`src/rtl/mc_ctrl_pkg.sv`:
```
// mc_ctrl_pkg: shared types and encodings for the multicycle controller.
// Holds state enum, condition codes, class patterns, mux encodings, opcodes.
package mc_ctrl_pkg;

   typedef enum logic [3:0] {
      ST_FETCH   = 4'd0,
      ST_DECODE  = 4'd1,
      ST_BR      = 4'd2,
      ST_LS_ADDR = 4'd3,
      ST_LD_MEM  = 4'd4,
      ST_LD_WB   = 4'd5,
      ST_ST_MEM  = 4'd6,
      ST_DP_EXEC = 4'd7,
      ST_DP_WB   = 4'd8,
      ST_FAULT   = 4'd9
   } state_e;

   typedef enum logic [1:0] {
      COND_EQ = 2'b00,
      COND_GT = 2'b01,
      COND_LT = 2'b10,
      COND_AL = 2'b11
   } cond_e;

   // ALU operation source: fixed add or the instruction opcode
   typedef enum logic {
      AOP_ADD  = 1'b0,
      AOP_FUNC = 1'b1
   } alu_op_e;

   // class patterns: BR on [29:27], LS on [29:21], DP on [29:24]
   localparam logic [2:0] BR_CLASS = 3'b101;
   localparam logic [8:0] LS_CLASS = 9'b010000000;
   localparam logic [5:0] DP_CLASS = 6'b000000;

   localparam logic [1:0] SRCB_REG    = 2'b00;
   localparam logic [1:0] SRCB_OFFSET = 2'b01;
   localparam logic [1:0] SRCB_IMM    = 2'b10;
   localparam logic [1:0] SRCB_FOUR   = 2'b11;

   localparam logic [1:0] M2R_MEM = 2'b00;
   localparam logic [1:0] M2R_PC  = 2'b01;
   localparam logic [1:0] M2R_ALU = 2'b10;

   localparam int OP_ADD = 0;
   localparam int OP_SUB = 1;
   localparam int OP_CMP = 6;
   localparam int OP_TST = 7;

   function automatic logic cond_pass(
      input cond_e cc,
      input logic  z,
      input logic  n,
      input logic  v
   );
      logic ok;
      case (cc)
         COND_EQ: ok = z;
         COND_GT: ok = !z && (n == v);
         COND_LT: ok = (n != v);
         default: ok = 1'b1;
      endcase
      return ok;
   endfunction

endpackage

```
`src/rtl/mc_alu_flag_decode.sv`:
```
// mc_alu_flag_decode: ALU function select, flag write enables, R-type permit.
// In: alu_op, flag_en, opcode. Out: alu_operation, z/n/v/c_write, rtype_write_ok.
module mc_alu_flag_decode import mc_ctrl_pkg::*; #(
   parameter int ALU_OP_W = 3
) (
   input  alu_op_e             alu_op,
   input  logic                flag_en,
   input  logic [ALU_OP_W-1:0] opcode,
   output logic [ALU_OP_W-1:0] alu_operation,
   output logic                z_write,
   output logic                n_write,
   output logic                v_write,
   output logic                c_write,
   output logic                rtype_write_ok
);

   logic arith_op;
   logic cmp_op;

   always_comb begin
      // only add/sub/compare produce meaningful overflow and carry
      arith_op = (opcode == ALU_OP_W'(OP_ADD)) ||
                 (opcode == ALU_OP_W'(OP_SUB)) ||
                 (opcode == ALU_OP_W'(OP_CMP));
      cmp_op   = (opcode == ALU_OP_W'(OP_CMP)) ||
                 (opcode == ALU_OP_W'(OP_TST));

      alu_operation  = (alu_op == AOP_FUNC) ? opcode : '0;
      z_write        = flag_en;
      n_write        = flag_en;
      v_write        = flag_en && arith_op;
      c_write        = flag_en && arith_op;
      rtype_write_ok = !cmp_op;
   end

endmodule

```
`src/rtl/mc_controller_v2.sv`:
```
// mc_controller_v2: multicycle control unit with ready/valid memory handshake.
// Ports: Clk, Rst (sync, high), Instruction, Z/N/V/C, MemReady in; datapath
// controls, write enables, ALUOperation, MemRead/MemWrite, Illegal, Fault out.
// Build option: MC_CTRL_MEM_WATCHDOG_EN enables the memory wait watchdog.
module mc_controller_v2 import mc_ctrl_pkg::*; #(
   parameter int INSTR_W     = 32,
   parameter int ALU_OP_W    = 3,
   parameter int TIMEOUT_CYC = 15
) (
   input  logic                Clk,
   input  logic                Rst,
   input  logic [INSTR_W-1:0]  Instruction,
   input  logic                Z,
   input  logic                N,
   input  logic                V,
   input  logic                C,
   input  logic                MemReady,
   output logic                PCWrite,
   output logic                IRWrite,
   output logic                IorD,
   output logic                RegSel,
   output logic                RegDst,
   output logic                PCSrc,
   output logic                ALUSrcA,
   output logic [1:0]          MemToReg,
   output logic [1:0]          ALUSrcB,
   output logic                RegWrite,
   output logic                ZWrite,
   output logic                NWrite,
   output logic                VWrite,
   output logic                CWrite,
   output logic [ALU_OP_W-1:0] ALUOperation,
   output logic                MemRead,
   output logic                MemWrite,
   output logic                Illegal,
   output logic                Fault
);

   // position of instruction bit 20 (bottom of the decoded 12-bit field)
   localparam int F = INSTR_W - 12;

   state_e state_q, state_d;

   cond_e               f_cond;
   logic [8:0]          f_class;
   logic                f_ls;
   logic                f_imm;
   logic                f_link;
   logic [ALU_OP_W-1:0] f_opcode;

   assign f_cond   = cond_e'(Instruction[F+11:F+10]);
   assign f_class  = Instruction[F+9:F+1];
   assign f_ls     = Instruction[F];
   assign f_imm    = Instruction[F+3];
   assign f_link   = Instruction[F+6];
   assign f_opcode = Instruction[F +: ALU_OP_W];

   // C is carried for future conditions; low instruction bits are datapath-only
   logic unused_inputs;
   assign unused_inputs = ^{C, Instruction};

   logic       pc_write, ir_write, iord, reg_sel;
   logic       reg_dst, pc_src, alu_src_a;
   logic [1:0] mem_to_reg, alu_src_b;
   logic       reg_write, mem_read, mem_write, illegal;
   alu_op_e    alu_op;
   logic       flag_en;
   logic       timeout;

   logic [ALU_OP_W-1:0] alu_operation;
   logic                z_we, n_we, v_we, c_we;
   logic                rtype_ok;

   mc_alu_flag_decode #(
      .ALU_OP_W (ALU_OP_W)
   ) u_flag_dec (
      .alu_op         (alu_op),
      .flag_en        (flag_en),
      .opcode         (f_opcode),
      .alu_operation  (alu_operation),
      .z_write        (z_we),
      .n_write        (n_we),
      .v_write        (v_we),
      .c_write        (c_we),
      .rtype_write_ok (rtype_ok)
   );

   always_comb begin
      state_d    = state_q;
      pc_write   = 1'b0;
      ir_write   = 1'b0;
      iord       = 1'b0;
      reg_sel    = 1'b0;
      reg_dst    = 1'b0;
      pc_src     = 1'b0;
      alu_src_a  = 1'b0;
      mem_to_reg = M2R_MEM;
      alu_src_b  = SRCB_REG;
      reg_write  = 1'b0;
      mem_read   = 1'b0;
      mem_write  = 1'b0;
      illegal    = 1'b0;
      alu_op     = AOP_ADD;
      flag_en    = 1'b0;

      case (state_q)
         ST_FETCH: begin
            mem_read  = 1'b1;
            alu_src_b = SRCB_FOUR;
            if (MemReady) begin
               ir_write = 1'b1;
               pc_write = 1'b1;
               state_d  = ST_DECODE;
            end else if (timeout) begin
               state_d = ST_FAULT;
            end
         end
         ST_DECODE: begin
            alu_src_b = SRCB_OFFSET;
            if (!cond_pass(f_cond, Z, N, V)) begin
               state_d = ST_FETCH;
            end else if (f_class[8:6] == BR_CLASS) begin
               state_d = ST_BR;
            end else if (f_class == LS_CLASS) begin
               state_d = ST_LS_ADDR;
            end else if (f_class[8:3] == DP_CLASS) begin
               state_d = ST_DP_EXEC;
            end else begin
               illegal = 1'b1;
               state_d = ST_FETCH;
            end
         end
         ST_BR: begin
            pc_src   = 1'b1;
            pc_write = 1'b1;
            if (f_link) begin
               reg_dst    = 1'b1;
               mem_to_reg = M2R_PC;
               reg_write  = 1'b1;
            end
            state_d = ST_FETCH;
         end
         ST_LS_ADDR: begin
            alu_src_a = 1'b1;
            alu_src_b = SRCB_IMM;
            reg_sel   = f_ls;
            state_d   = f_ls ? ST_ST_MEM : ST_LD_MEM;
         end
         ST_LD_MEM: begin
            iord     = 1'b1;
            mem_read = 1'b1;
            if (MemReady) begin
               state_d = ST_LD_WB;
            end else if (timeout) begin
               state_d = ST_FAULT;
            end
         end
         ST_ST_MEM: begin
            iord      = 1'b1;
            mem_write = 1'b1;
            if (MemReady) begin
               state_d = ST_FETCH;
            end else if (timeout) begin
               state_d = ST_FAULT;
            end
         end
         ST_LD_WB: begin
            mem_to_reg = M2R_MEM;
            reg_write  = 1'b1;
            state_d    = ST_FETCH;
         end
         ST_DP_EXEC: begin
            alu_src_a = 1'b1;
            alu_src_b = f_imm ? SRCB_IMM : SRCB_REG;
            alu_op    = AOP_FUNC;
            flag_en   = 1'b1;
            state_d   = ST_DP_WB;
         end
         ST_DP_WB: begin
            mem_to_reg = M2R_ALU;
            reg_write  = rtype_ok;
            state_d    = ST_FETCH;
         end
         ST_FAULT: begin
            state_d = ST_FAULT;
         end
         default: begin
            state_d = ST_FETCH;
         end
      endcase
   end

   always_ff @(posedge Clk) begin
      if (Rst) begin
         state_q <= ST_FETCH;
      end else begin
         state_q <= state_d;
      end
   end

`ifdef MC_CTRL_MEM_WATCHDOG_EN
   logic [7:0] wait_q, wait_d;
   logic [7:0] wait_inc;
   logic       fault_q, fault_d;
   logic       mem_state;
   logic       stalled;

   always_comb begin
      mem_state = (state_q == ST_FETCH) ||
                  (state_q == ST_LD_MEM) ||
                  (state_q == ST_ST_MEM);
      stalled   = mem_state && !MemReady;
      wait_inc  = (wait_q == 8'hFF) ? wait_q : wait_q + 8'd1;
      // this cycle's wait is included, so TIMEOUT_CYC stalled cycles trip it
      timeout   = stalled && (int'(wait_inc) >= TIMEOUT_CYC);
      wait_d    = (stalled && (state_d == state_q)) ? wait_inc : 8'd0;
      fault_d   = fault_q || timeout;
   end

   always_ff @(posedge Clk) begin
      if (Rst) begin
         wait_q  <= 8'd0;
         fault_q <= 1'b0;
      end else begin
         wait_q  <= wait_d;
         fault_q <= fault_d;
      end
   end

   assign Fault = fault_q & ~Rst;
`else
   assign timeout = 1'b0;
   assign Fault   = 1'b0;
`endif

   // reset forces every strobe low, including the fetch read
   assign PCWrite      = pc_write  & ~Rst;
   assign IRWrite      = ir_write  & ~Rst;
   assign IorD         = iord      & ~Rst;
   assign RegSel       = reg_sel   & ~Rst;
   assign RegDst       = reg_dst   & ~Rst;
   assign PCSrc        = pc_src    & ~Rst;
   assign ALUSrcA      = alu_src_a & ~Rst;
   assign MemToReg     = Rst ? 2'b00 : mem_to_reg;
   assign ALUSrcB      = Rst ? 2'b00 : alu_src_b;
   assign RegWrite     = reg_write & ~Rst;
   assign ZWrite       = z_we      & ~Rst;
   assign NWrite       = n_we      & ~Rst;
   assign VWrite       = v_we      & ~Rst;
   assign CWrite       = c_we      & ~Rst;
   assign ALUOperation = Rst ? '0 : alu_operation;
   assign MemRead      = mem_read  & ~Rst;
   assign MemWrite     = mem_write & ~Rst;
   assign Illegal      = illegal   & ~Rst;

endmodule

```
`config.mk`:
```
export PLATFORM = sky130hd
export DESIGN_NAME = mc_controller_v2
export DESIGN_NICKNAME = d
export VERILOG_FILES = /design/src/rtl/mc_ctrl_pkg.sv /design/src/rtl/mc_alu_flag_decode.sv /design/src/rtl/mc_controller_v2.sv
export SDC_FILE = /design/constraint.sdc
export NUM_CORES = 1
export LEC_CHECK = 0
export CAP_MARGIN = 10
export CORE_MARGIN = 1.5
export CORE_UTILIZATION = 43
export DETAILED_ROUTE_END_ITERATION = 7
export DONT_BUFFER_PORTS = 1
export GPL_TIMING_DRIVEN = 0
export HOLD_SLACK_MARGIN = 0.1
export PLACE_DENSITY_LB_ADDON = 0.12
export SYNTH_ARGS = -nofsm -noshare
export SYNTH_HDL_FRONTEND = slang
export SYNTH_HIERARCHICAL = 1
export SYNTH_SLANG_ARGS = --single-unit
export TNS_END_PERCENT = 10
```
`constraint.sdc`:
```
create_clock -name Clk -period 2.15 [get_ports Clk]
set_input_delay 0.43 -clock Clk [delete_from_list [all_inputs] [get_ports Clk]]
set_output_delay 0.43 -clock Clk [all_outputs]
set_load 0.005 [all_outputs]
```
==> results of run 1 <==
## routing by layer
layer | track usage [%] | share of wire, %
met3 | 7.660 | 9.5
met1 | 25.51 | 46
met4 | 1.818 | 0
met2 | 28.79 | 44
met5 | 0 | 0
## cells in the final DEF (no fill, tap or decap), drive strengths merged
cell | netlist | layout
nor3b | 2 | 2
nand3b | 1 | 1
nand2 | 5 | 5
o21ba | 1 | 1
o41ai | 1 | 1
o21a | 1 | 1
o31a | 1 | 1
dfxtp | 4 | 4
o21ai | 4 | 4
nand2b | 4 | 4
nor4 | 4 | 4
or4b | 1 | 1
o2bb2ai | 2 | 2
buf | 7 | 8
conb | 1 | 1
nor3 | 7 | 7
clkbuf | 5 | 8
o211ai | 2 | 2
or4 | 1 | 1
nand3 | 1 | 1
xor2 | 1 | 1
a31oi | 3 | 3
nor4b | 1 | 1
a22oi | 1 | 1
mux2i | 1 | 1
and3 | 1 | 1
and2 | 5 | 5
inv | 3 | 3
nor2 | 11 | 11
or2 | 3 | 3
o21bai | 2 | 2
a21o | 1 | 1
a21oi | 6 | 6
nor2b | 8 | 8
## worst max-delay path, cell delays in order (launching register included)
cell	delay, ns
dfxtp_1	0.29
buf_2	0.16
or4b_4	0.52
a31oi_1	0.18
nor4b_2	0.26
## final cells by class
cell class                 count  area share, %
timing repair buffer           1          2.532
clock buffer                   3          2.848
inverter                       3          1.424
buffer                        12          9.177
multi-input combinational     83          71.04
tap                           16          2.532
sequential                     4          10.44
## worst min path at each step
stage	slack [ns]	from	end	cells after the start
global route	0.37	Rst	state_q[0]	2
detailed placement	0.63	Rst	state_q[0]	2
global placement	0.63	Rst	state_q[0]	2
finish	0.38	Rst	state_q[0]	2
floorplan	0.61	state_q[2]	state_q[1]	2
CTS	0.38	Rst	state_q[0]	2
## power by group through the flow
| stage | logic, mW | clock network (mW) | registers, mW |
|---|---|---|---|
| 2_1_floorplan | 0.0573 | 0 | 0.0795 |
| 3_3_place_gp | 0.0660 | 0 | 0.0802 |
| 3_5_place_dp | 0.0666 | 0 | 0.0803 |
| 4_1_cts | 0.0686 | 0.0960 | 0.0795 |
| 5_1_grt | 0.0772 | 0.105 | 0.0812 |
| 6_report | 0.0697 | 0.0921 | 0.0806 |
## through the flow
step                std cells  setup TNS, ns  setup WS (ns)
floorplan                 102              0         0.2380
global placement          118      -0.008987      -0.008987
detailed placement        118       -0.03437       -0.03437
CTS                       121              0        0.02705
global route              122              0      0.0005680
finish                    122              0        0.07589
## kinds of logic after synthesis
logic type / share of synthesized area [%]
flops: 11.66
other cells: 0.5459
buf+inv: 11.11
mux: 1.457
compound gates: 26.23
simple gates: 47.72
xor+xnor: 1.275
## timing repair
item                                    in CTS  in global routing
gates cloned                                 0                  0
buffers inserted                             0                  1
resized for setup                            6                  8
endpoints found under the setup margin      10                  4
endpoints found under the hold margin        0                  0
pin swaps                                    0                  1
==> qor.yml, run 1 <==
status:
  status: "complete, no violations"
cts:
  clkSinkCount: 4
  root_buffer: "clkbuf_4"
  clk_latency_ns: 0.23
  cts_tree: "done"
  cts-buffers-inserted: 3
  cts_buffer_depth: 2
  hold_buffers: 0
  cts_max_level: 1
  clkTransAtPathRegs_ns: 0.04
global_route:
  grt_use_total_pct: 18.75
  grt_pass1_wl_um: 2684
  antenna_found_initial: 0
  grt_pass1_vias: 660
  grt.overflow.total: 0
  grt_max_degree: 11
cells_and_area:
  layout-drive-gt1-share_pct: 27.36
  utilization_pct: 52.49
  antenna_cells: 0
  area_growth_pct: 15.12
  reg.largest.list: "state_q (4)"
  largest_register_ffs: 4
  top_register: "state_q"
  seq_area_um2: 82.58
  final_nets: 147
  final_area_um2: 790.8
  fillCellCount: 151
  multi_input_area_um2: 561.8
timing:
  slew_viol_final: 0
  post-route-period-util_pct: 96.47
  fmax_ghz: 0.4821
  setup_viol: 0
  fin_skew_ns: 0.003032
  rsz0062_at_grt: "no"
  hold_viol_final: 0
  min_period_ns: 2.074
  worst_hold_slack_ns: 0.3766
yosys:
  yosys.area.top_type_share_pct: 11.66
  synthArstFlopShare_pct: 0
  ys_types: 41
  synth.cell_area_um2: 686.9
  ys_top_cells_by_area: "dfxtp_1 12%, nor2b_1 7.3%, nor2_1 6.0%"
  synth_cells: 102
  yosysTopAreaCell: "dfxtp_1"
  synth_nets: 141
  yosysMostFrequentCell: "nor2_1"
  yosysWarnings: 6
  yosysSeqAreaShare_pct: 11.66
  syn_area_per_cell_um2: 6.734
  synth-edff-count: 0
  synth_common_cells: "11 x nor2_1, 8 x nor2b_1, 6 x a21oi_1, 6 x nor3_1"
  synth_seq_cells: 4
  ys.flop_type: "dfxtp_1"
setup_path:
  crit_path_start_kind: "flip-flop"
  worst-path-max-fanout: 9
  r2r_start: "state_q[1]"
  worst_ep_required_time_ns: 1.72
  crit_end: "Illegal"
  reg2reg_depth: 5
  rr_endpoint: "state_q[2]"
  crit_type: "flip-flop to output port"
  cp.arrival_ns: 1.64
  crit_path_end_kind: "output port"
  r2r_slack_ns: 0.54
  cp-startpoint: "state_q[1]"
floorplanning:
  pin_count: 62
  rows: 14
  coreArea_um2: 1506
  die_w_um: 42.97
  dieArea_um2: 1846
  die_h_um: 42.97
  start_util_pct: 45.60
power:
  power_uw: 242.3
  seqPwrFrac_pct: 33.2
  irDropWorstVdd_v: 0.0003875
  leakage_nw: 0.2997
  swShare_pct: 29.50
  p_clk_share_pct: 38.0
  power.density_nw_per_um2: 306.5
  p_comb_share_pct: 28.8
  p_int_uw: 170.8
  p_sw_uw: 71.49
placement:
  place_congestion: 0.7912
  hpwl_um: 1335
  dpl_cell_area_um2: 706.9
  io_buffers: 0
detailed_routing:
  ant_nets: 0
  drc: 0
  drt_iter0_markers: 3
  wirelength_um: 1662
  routedWlPerCell_um: 13.62
  viasPerCell: 5.844
  dr_total_vias: 713
  drt-pass1-iter-count: 4
hold_path:
  hp-class: "input pin to flip-flop"
flow_run:
  cap_violations: 0
Note: power is estimated with default switching activity, not from simulation.
==> run 2: changes to the inputs <==
- CTS_CLUSTER_SIZE: not set -> 10
- SETUP_SLACK_MARGIN: not set -> 0.1
==> run 2 against run 1 <==
Compared with the run above:
- first-iteration DRC count grew to 4.7 times the previous value
- die area is the same
- routed wire length up 5.4%
- sequential share of layout area is 0.49 points lower
- clock skew shrank 0.0015 ns
- design area is 9.7% higher
- cell count is 2.5% higher
- register-to-register slack lost 0.04 ns
- total power grew 3.5%
==> qor.yml, run 2 (synthesis gave the netlist of run 1 again) <==
cts:
  root_buffer: "clkbuf_4"
  cts_max_level: 1
  cts_buffer_depth: 2
  clkSinkCount: 4
  hold_buffers: 0
  cts_tree: "done"
  clk_latency_ns: 0.23
  cts-buffers-inserted: 3
  clkTransAtPathRegs_ns: 0.04
power:
  power.density_nw_per_um2: 289.4
  leakage_nw: 0.3255
  irDropWorstVdd_v: 0.0004012
timing:
  finalWorstSetupSlack_ns: 0.1011
  post-route-period-util_pct: 95.30
  max_slew_margin_pct: 64.11
  fmax_ghz: 0.4881
  worst_pin_slew_ns: 0.5384
  min_period_ns: 2.049
  setup_viol: 0
  rsz0062_at_grt: "yes"
  fin_skew_ns: 0.001512
  slew_viol_final: 0
  hold_viol_final: 0
  worst_hold_slack_ns: 0.3878
hold_path:
  hp-class: "input pin to flip-flop"
  min_from: "Rst"
placement:
  dpl_cell_area_um2: 706.9
  placed_cells: 118
  post-place-ws_ns: -0.03437
  hpwl_um: 1335
  io_buffers: 0
  place_congestion: 0.7912
cells_and_area:
  fillCellCount: 141
  top_register: "state_q"
  final_common_cell: "nor2_1"
  seq_area_um2: 86.33
  utilization_pct: 57.56
  area_growth_pct: 26.23
  reg.largest.list: "state_q (4)"
  multi_input_area_um2: 585.6
  final_area_um2: 867.1
  layout-drive-gt1-share_pct: 31.19
  antenna_cells: 0
  final_nets: 150
  final_cell_mix: "10 x nor2_1, 8 x nor2b_1, 7 x buf_4"
  instances_no_fill: 125
  largest_register_ffs: 4
setup_path:
  cp.arrival_ns: 1.62
  r2r_start: "state_q[1]"
  crit_path_end_kind: "output port"
  crit_path_start_kind: "flip-flop"
  cp-startpoint: "state_q[1]"
  worst_ep_required_time_ns: 1.72
  crit_type: "flip-flop to output port"
  worst-path-max-fanout: 3
detailed_routing:
  drt_iter0_markers: 14
  dr_total_vias: 736
  viasPerCell: 5.888
  ant_nets: 0
  drt-pass1-iter-count: 4
  wirelength_um: 1751
  drc: 0
  routedWlPerCell_um: 14.01
global_route:
  antenna_found_initial: 0
  grt_max_degree: 11
  grt_pass1_wl_um: 2684
  grt_use_total_pct: 18.75
  grt.overflow.total: 0
  grt_pass1_vias: 660
floorplanning:
  start_util_pct: 45.60
  rows: 14
  coreArea_um2: 1506
  dieArea_um2: 1846
  die_w_um: 42.97
  die_h_um: 42.97
  pin_count: 62
flow_run:
  cap_violations: 0
status:
  status: "complete, no violations"
[run 2: repair_timing]
item,4_1_cts,5_1_grt
resized for setup,8,16
setup buffers,0,4
setup endpoints to repair,11,6
pin swaps,0,2
[run 2: path summary, 6_finish.rpt]
check                             endpoint  slack (ns)  depth (start not counted)
worst max register to register  state_q[2]        0.50                          5
worst min register to register  state_q[1]        0.68                          2
worst min-delay path            state_q[0]        0.39                          2
worst max-delay path               Illegal        0.10                          4
[run 2: layout make-up]
cell class / instances / area share, %
multi-input cells: 83 / 67.53
clock buffers: 3 / 2.597
repair buffers: 4 / 6.349
inverters: 3 / 1.299
well taps: 16 / 2.309
plain buffers: 12 / 9.957
flip-flops and latches: 4 / 9.957
[run 2: per-stage QoR]
step | total power [mW] | TNS, ns
global route | 0.2742 | 0
floorplan | 0.1368 | 0
global placement | 0.1462 | -0.008987
detailed placement | 0.1469 | -0.03437
CTS | 0.2451 | 0
finish | 0.2509 | 0
[run 2: metal layers]
layer  track usage (%)  part of all wire (%)  vias to the layer above
met2             28.79                    48                       32
met3             7.660                   9.3                        0
li1                  -                     -                      375
met1             25.51                    43                      329
met5                 0                     0                        -
met4             1.818                     0                        0
[run 2: critical path: stages (launching register included)]
cell and delay, ns:
dfxtp_2 0.31, buf_6 0.12, or4b_4 0.57, a31oi_4 0.16, nor4b_4 0.22
[run 2: where the power goes]
group | internal [mW] | switching (mW)
clock | 0.0623 | 0.0293
sequential | 0.0771 | 0.00402
combinational | 0.0365 | 0.0417
